===== config.mk =====
export PLATFORM = sky130hd
export DESIGN_NAME = detail_extract
export DESIGN_NICKNAME = d
export VERILOG_FILES = /design/src/rtl/detail_extract_pkg.sv /design/src/rtl/detail_extract_beat_delay.sv /design/src/rtl/detail_extract.sv
export SDC_FILE = /design/constraint.sdc
export NUM_CORES = 2
export LEC_CHECK = 0
export CAP_MARGIN = 20
export CORE_MARGIN = 8
export CORE_UTILIZATION = 65
export CTS_CLUSTER_DIAMETER = 100
export CTS_CLUSTER_SIZE = 30
export DETAILED_ROUTE_END_ITERATION = 12
export PLACE_DENSITY = 0.83
export SYNTH_ARGS = -nofsm -noshare
export SYNTH_HDL_FRONTEND = slang
export SYNTH_HIERARCHICAL = 1
export SYNTH_MEMORY_MAX_BITS = 65536
export SYNTH_SLANG_ARGS = --single-unit
export TNS_END_PERCENT = 20

===== constraint.sdc =====
create_clock -name clk -period 19.3 [get_ports clk]
set_clock_uncertainty 0.2 [all_clocks]
set_input_delay 1.93 -clock clk [delete_from_list [all_inputs] [get_ports clk]]
set_output_delay 1.93 -clock clk [all_outputs]
set_load 0.01 [all_outputs]

===== src/rtl/detail_extract_pkg.sv =====
// Shared constants and the per-pixel detail clamp used by detail_extract.
package detail_extract_pkg;

  localparam int unsigned PIX_W               = 8;
  localparam int unsigned CLAMP_W             = 10;
  localparam int unsigned DEF_OFFSET          = 128;
  localparam int unsigned DEF_PIXELS_PER_BEAT = 16;
  localparam int unsigned DEF_IMAGE_DIM       = 512;
  localparam int unsigned COUNTER_MAX         = DEF_IMAGE_DIM / DEF_PIXELS_PER_BEAT;

  // orig - blur + off in signed 10-bit, saturated to 0..255
  function automatic logic [PIX_W-1:0] clamp_detail(input logic [PIX_W-1:0] orig,
                                                    input logic [PIX_W-1:0] blur,
                                                    input logic [PIX_W-1:0] off);
    logic signed [CLAMP_W-1:0] d;
    d = $signed(CLAMP_W'(orig)) - $signed(CLAMP_W'(blur)) + $signed(CLAMP_W'(off));
    if (d[CLAMP_W-1]) begin
      return '0;
    end else if (d[CLAMP_W-2:PIX_W] != '0) begin
      return '1;
    end else begin
      return d[PIX_W-1:0];
    end
  endfunction

endpackage


===== src/rtl/detail_extract_beat_delay.sv =====
// Circular beat delay line; read returns the entry about to be overwritten.
module beat_delay #(
  parameter int unsigned DEPTH = 33,
  parameter int unsigned WIDTH = 128
) (
  input  logic             clk,
  input  logic             aresetn,
  input  logic             en,
  input  logic [WIDTH-1:0] din,
  output logic [WIDTH-1:0] dout_c
);

  localparam int unsigned PTR_W = (DEPTH > 1) ? $clog2(DEPTH) : 1;

  logic [WIDTH-1:0] mem [DEPTH];
  logic [PTR_W-1:0] ptr;

  always_ff @(posedge clk) begin
    if (!aresetn) begin
      ptr <= '0;
    end else if (en) begin
      ptr <= (ptr == PTR_W'(DEPTH - 1)) ? '0 : ptr + PTR_W'(1);
    end
  end

  // Storage is left unreset so it maps onto RAM
  always_ff @(posedge clk) begin
    if (en) begin
      mem[ptr] <= din;
    end
  end

  assign dout_c = mem[ptr];

endmodule


===== src/rtl/detail_extract.sv =====
// Detail layer: delayed original minus blurred beat, offset and clamped per lane,
// tagged with output column/row and end-of-frame.
module detail_extract
  import detail_extract_pkg::*;
#(
  parameter int unsigned PIXELS_PER_BEAT = DEF_PIXELS_PER_BEAT,
  parameter int unsigned IMAGE_DIM       = DEF_IMAGE_DIM,
  parameter int unsigned DATA_WIDTH      = PIX_W * PIXELS_PER_BEAT,
  parameter int unsigned LAT_BEATS       = IMAGE_DIM / PIXELS_PER_BEAT + 1,
  parameter int unsigned OFFSET          = DEF_OFFSET
) (
  input  logic                                          clk,
  input  logic                                          aresetn,
  input  logic                                          stall,
  input  logic [DATA_WIDTH-1:0]                         orig_frame,
  input  logic [DATA_WIDTH-1:0]                         blur_frame,
  output logic [DATA_WIDTH-1:0]                         detail_frame,
  output logic                                          detail_valid,
  output logic [$clog2(IMAGE_DIM/PIXELS_PER_BEAT)-1:0]  out_col,
  output logic [$clog2(IMAGE_DIM)-1:0]                  out_row,
  output logic                                          frame_last
);

  localparam int unsigned COLS  = IMAGE_DIM / PIXELS_PER_BEAT;
  localparam int unsigned COL_W = $clog2(COLS);
  localparam int unsigned ROW_W = $clog2(IMAGE_DIM);
  localparam int unsigned CNT_W = $clog2(LAT_BEATS + 1);

  logic                  accept_c;
  logic [DATA_WIDTH-1:0] orig_d_c;
  logic [DATA_WIDTH-1:0] detail_c;
  logic [CNT_W-1:0]      warm_cnt;
  logic                  warm_done_c;
  logic [COL_W-1:0]      col_nxt_c;
  logic [ROW_W-1:0]      row_nxt_c;
  logic                  last_nxt_c;

  assign accept_c    = aresetn & ~stall;
  assign warm_done_c = (warm_cnt == CNT_W'(LAT_BEATS));

  beat_delay #(
    .DEPTH (LAT_BEATS),
    .WIDTH (DATA_WIDTH)
  ) u_beat_delay (
    .clk     (clk),
    .aresetn (aresetn),
    .en      (accept_c),
    .din     (orig_frame),
    .dout_c  (orig_d_c)
  );

  for (genvar k = 0; k < PIXELS_PER_BEAT; k++) begin : g_lane
    assign detail_c[PIX_W*k +: PIX_W] = clamp_detail(orig_d_c[PIX_W*k +: PIX_W],
                                                     blur_frame[PIX_W*k +: PIX_W],
                                                     PIX_W'(OFFSET));
  end

  // Position of the next result; the first valid result sits at (0,0)
  always_comb begin
    col_nxt_c = out_col;
    row_nxt_c = out_row;
    if (detail_valid) begin
      if (out_col == COL_W'(COLS - 1)) begin
        col_nxt_c = '0;
        row_nxt_c = (out_row == ROW_W'(IMAGE_DIM - 1)) ? '0 : out_row + ROW_W'(1);
      end else begin
        col_nxt_c = out_col + COL_W'(1);
      end
    end
    last_nxt_c = (col_nxt_c == COL_W'(COLS - 1)) && (row_nxt_c == ROW_W'(IMAGE_DIM - 1));
  end

  always_ff @(posedge clk) begin
    if (!aresetn) begin
      detail_frame <= '0;
      detail_valid <= 1'b0;
      out_col      <= '0;
      out_row      <= '0;
      frame_last   <= 1'b0;
      warm_cnt     <= '0;
    end else if (!stall) begin
      if (warm_done_c) begin
        detail_frame <= detail_c;
        detail_valid <= 1'b1;
        out_col      <= col_nxt_c;
        out_row      <= row_nxt_c;
        frame_last   <= last_nxt_c;
      end else begin
        detail_frame <= '0;
        detail_valid <= 1'b0;
        warm_cnt     <= warm_cnt + CNT_W'(1);
      end
    end
  end

endmodule


== Word-level counts from Yosys, hierarchy flattened ==
Memory sizes are Yosys's and may differ from the RTL's. A register that Yosys moved wholly into a read port is not among the register bits.
Index checks and enable logic that the tools add are counted.
Word-level totals
  RAM bits: 4224
  logic and storage cells: 100
  memories: 1
  output and inout port bits: 144
  bits of input ports: 259
  register bits: 156
Operators by class
  bitwise logic cells: 3
  equal/unequal tests: 6
  reductions and logical operators: 3
  add/subtract/negate cells: 36
  multiplexer cells: 44
Memories
  u_beat_delay.mem: depth 33, bits a word 128, rd ports 1, clocked after memory_dff 1, write ports 1, RTL line detail_extract_beat_delay.sv:15  | logic [WIDTH-1:0] mem [DEPTH];
Operator list (count)
  8-bit 2-to-1 mux: 32
  9-bit by 9-bit adder with 10-bit output (second input constant): 16
  8-bit by 8-bit subtractor with 9-bit output: 16
  128-bit 2-to-1 mux: 1
  9-bit 2-to-1 mux: 3
  9-bit equality test (second input constant): 2
  6-bit 2-to-1 mux: 3
  6-bit by 1-bit adder with 6-bit output (second input constant): 2
  6-bit equality test (second input constant): 2
  5-bit equality test (second input constant): 2
  5-bit 2-to-1 mux: 2
  9-bit by 1-bit adder with 9-bit output (second input constant): 1
  5-bit by 1-bit adder with 5-bit output (second input constant): 1
  2-bit AND reduction: 2
  1-bit 2-to-1 mux: 3
  1-bit inverter: 2
  1-bit bitwise AND: 1
  1-bit logical AND: 1

== Logic depth before layout (Yosys ltp) ==
  word-level depth: 6
  mapped depth: 23
  depth with buffers taken out: 18

== By module ==
The synthesis kept the hierarchy.
Modules (own cells, without submodules)
  beat_delay: cells an instance 7276, area an instance 162393.2 µm², times used 1, sequential area each 127081.9 µm²
  detail_extract: cells an instance 1469, area an instance 11878.9 µm², times used 1, sequential area each 3002.9 µm²

== Worst setup path before layout ==
No wires, ideal clock.
  kind: input port to flip-flop
  start: input port aresetn
  end: memory u_beat_delay.mem[20][0], enable pin
  slack: 10.362 ns
  arrival time: 8.121 ns
  setup time: 0.617 ns
  data required time: 18.483 ns
  stages: 5
  path buffers: 1
  path through: nor2b_1 -> clkbuf_1 -> nor2b_1 -> nand2_1 -> nor2_1
On the way
  word-level cells in the longest chain between the ends: 3
Ends and longest elaborated chain
  from (decl): RTL line detail_extract.sv:13  | input logic aresetn,
  1-bit bitwise AND: RTL line detail_extract.sv:38  | assign accept_c = aresetn & ~stall;
  1-bit 2-to-1 mux: RTL line detail_extract_beat_delay.sv:28  | if (en) begin
  1-bit 2-to-1 mux (implied by the code): RTL line detail_extract_beat_delay.sv:29  | mem[ptr] <= din;
  to (decl): RTL line detail_extract_beat_delay.sv:15
Every way passes these cells.

==> results.md <==
- FP Rows: 190
- GRT Total Usage: 0.317
- Worst skew pair latency: 0.90 ns
- RSZ-0062 raised after global routing: no
- Crit Path Class: flop to flop
- Max FO, Critical Path: 108
- Largest net degree at the start of global routing: 144
- DR vias: 91989
- Die ar.: 285000 um^2
- Detailed Place HPWL: 248 mm
- PortBufs: 402
- Power Density: 85.0 nW/um^2
- TritonCTS buffer count: 166
- Post-CTS sizing: 0
- Syn_area_per_cell: 19.9 um^2
- WP data required: 19.92 ns
- Avg WL per Cell: 35.9 um
- Worst slew pin tran: 1.26 ns
- CTS root buffer: clkbuf_16
- Final setup vio count: 0
- Net Count, Synth: 9187
- FF+latch count, synth: 4386
- Ys flop type: edfxtp_1
- EDFF count, synth: 4224
- Async S/R FF share, synth: 0
- CTS tree: built
- CP arrival: 8.33 ns
- Synth area leader: edfxtp_1
- Endpoint class of the critical path: flop
- Combinational share of power: 0.067
- Drc violations: 0
- Nets: 9515
- Placer Congestion: 0.868
- Final antenna-violating net count: 0
- Max-slew headroom: 0.158
- Total internal power: 12.6 mW
- Final period util: 0.399
- Final Hold Fails: 0
- Status: complete, no violations
- Fin Setup TNS: 0 ns
- Clock Sinks: 4386
- Synth-to-Final Area Change: 7.72%
- Total Wirelength: 459 mm
- Switch share: 0.211
- Initial antenna violation count: 48
- Die height: 534 um
- Via-per-instance ratio: 7.20
- Max-cap violations: 0
- Hold-fix buffer count after cts: 0
- Worst hold path class: flop to flop
- H-tree Lvls: 4
- Clk slew on worst S/H paths: 0.12 ns
- Vias in the first global route: 91719
- Pwr Total: 16.0 mW
- Number of setup buffers added after CTS: 0
- Top-count cell post-synth: edfxtp_1
- Pleak: 56.2 nW
- Register area share after synthesis: 0.746
- Seq pwr share: 0.655
- Clock Power Share: 0.278
- Share of cells above drive strength 1: 0.146
- Cells after synthesis: 8745
- Fmax: 130 MHz
- Overflow after GRT: 0
- Max Buffers Root-to-Sink: 3
- Iteration-0 DRC Markers: 14028
- Yosys cell types: 58
- Post-layout minimum cycle time: 7.71 ns
- CORE AREA: 267000 um^2
- Net switching power: 3.36 mW
- Synth area leaders: edfxtp_1, mux4_2, mux2i_1
- Yosys warnings: 6
- Post-Syn Area: 174000 um^2
- Starting Density: 0.652
- Reg2reg setup slack: 11.59 ns
- Io pins: 403
- CP Launch Type: flop
- Die width: 534 um
- Pre-antenna DRT Iters: 8
- Slew Limit Fails: 0
- First-pass GRT wire length: 648 mm
- Share of the synthesized area in the top cell type: 0.728
- Synth cell count leaders: edfxtp_1, mux4_2, mux2i_1
- Maximum vdd ir drop: 0.105 mV
## power by group through the flow
stage | clock network, mW | registers [mW] | logic (mW)
after floorplan | 0 | 10.7 | 0.685
after CTS | 4.44 | 10.5 | 1.05
final | 4.43 | 10.5 | 1.08
after global routing | 4.73 | 10.5 | 1.15
after detailed placement | 0 | 10.7 | 1.05
after global placement | 0 | 10.7 | 1.00
## final cells by class
cell class	instances	area, um^2
antenna	37	92.6
clock inverter	16	229
tap	3552	4440
sequential	4386	130000
multi-input combinational	3751	41500
fill	15294	79700
timing repair buffer	600	6130
inverter	168	631
clock buffer	266	4640
## state kept, by name, summed over array words and instances (netlist names), named ones only
signal            count
detail_frame        128
detail_valid          1
frame_last            1
out_col               5
out_row               9
u_beat_delay/mem   4224
u_beat_delay/ptr      6
warm_cnt              6
## layer usage
layer	vias up	GRT usage	part of all wire
li1	36277	-	-
met1	47103	0.421	0.33
met2	7387	0.506	0.48
met3	1206	0.0686	0.13
met4	16	0.156	0.057
met5	-	0	0.00023
## cells by family after synthesis
kind of cell | Yosys count | synth area share
XOR/XNOR | 87 | 0.00437
adder cells (fa/ha/maj) | 183 | 0.0138
multiplexers | 1540 | 0.153
flip-flops | 4386 | 0.746
buffers and inverters | 608 | 0.0174
AO/OA/AOI/OAI | 949 | 0.0371
AND/OR/NAND/NOR | 992 | 0.0280
## cell usage in the layout (no fill, tap or decap), drive strengths merged, types with 3 or more instances in the layout
cell type      count
clkinv             4
nor2             240
ha               167
o31ai            157
mux4             896
xnor2             36
and4b             15
or3               21
and2              23
o22ai            128
nor3b              3
or4b               4
clkdlybuf4s50    400
o21a              36
buf              191
fa                16
inv              179
o2111ai           17
nand3             35
o21ai            107
and3               4
nand2b             3
a21o              31
o211ai           255
a31oi              4
a21boi            83
dfxtp            162
diode             37
edfxtp          4224
clkbuf           275
nor3              22
xor2              51
nand3b           157
mux2i            643
nand4             23
a21oi            103
nor2b             50
a22oi             18
nand2            382
## stage by stage
step / instance area [um^2] / hold slack, ns / worst slack, ns / std cells / utilization
CTS: 187000 / 0.273 / 11.61 / 12712 / 0.699
detailed placement: 182000 / 0.248 / 11.76 / 12430 / 0.681
global route: 188000 / 0.286 / 11.22 / 12759 / 0.702
floorplan: 174000 / 0.279 / 10.36 / 8745 / -
finish: 188000 / 0.272 / 11.59 / 12776 / 0.702
global placement: 182000 / 0.240 / 11.96 / 12428 / 0.681
## worst max-delay path, cell delays in order (launching register included)
cell	delay, ns
dfxtp_4	0.88
buf_12	0.54
buf_4	0.91
or2_4	0.75
buf_12	0.69
o211ai_1	0.19
o31ai_1	0.27
o211ai_1	0.36
ha_1	0.45
nor2b_1	0.19
o2111ai_1	0.13
and4b_1	0.23
o21ai_0	0.38
xnor2_1	0.12
ha_1	0.24
nor2_1	0.31
a22oi_1	0.14
a21boi_0	0.28
## path summary, 6_finish.rpt
| kind | startpoint | depth (start not counted) | endpoint |
|---|---|---|---|
| setup / recovery | flop | 17 | detail_frame[70]$_SDFFE_PN0N_ |
| hold / removal | detail_frame[100]$_SDFFE_PN0N_ | 2 | detail_frame[100]$_SDFFE_PN0N_ |
| setup reg to reg | flop | 17 | detail_frame[70]$_SDFFE_PN0N_ |
| hold reg to reg | detail_frame[100]$_SDFFE_PN0N_ | 2 | detail_frame[100]$_SDFFE_PN0N_ |
Note: power is estimated with default switching activity, not from simulation.
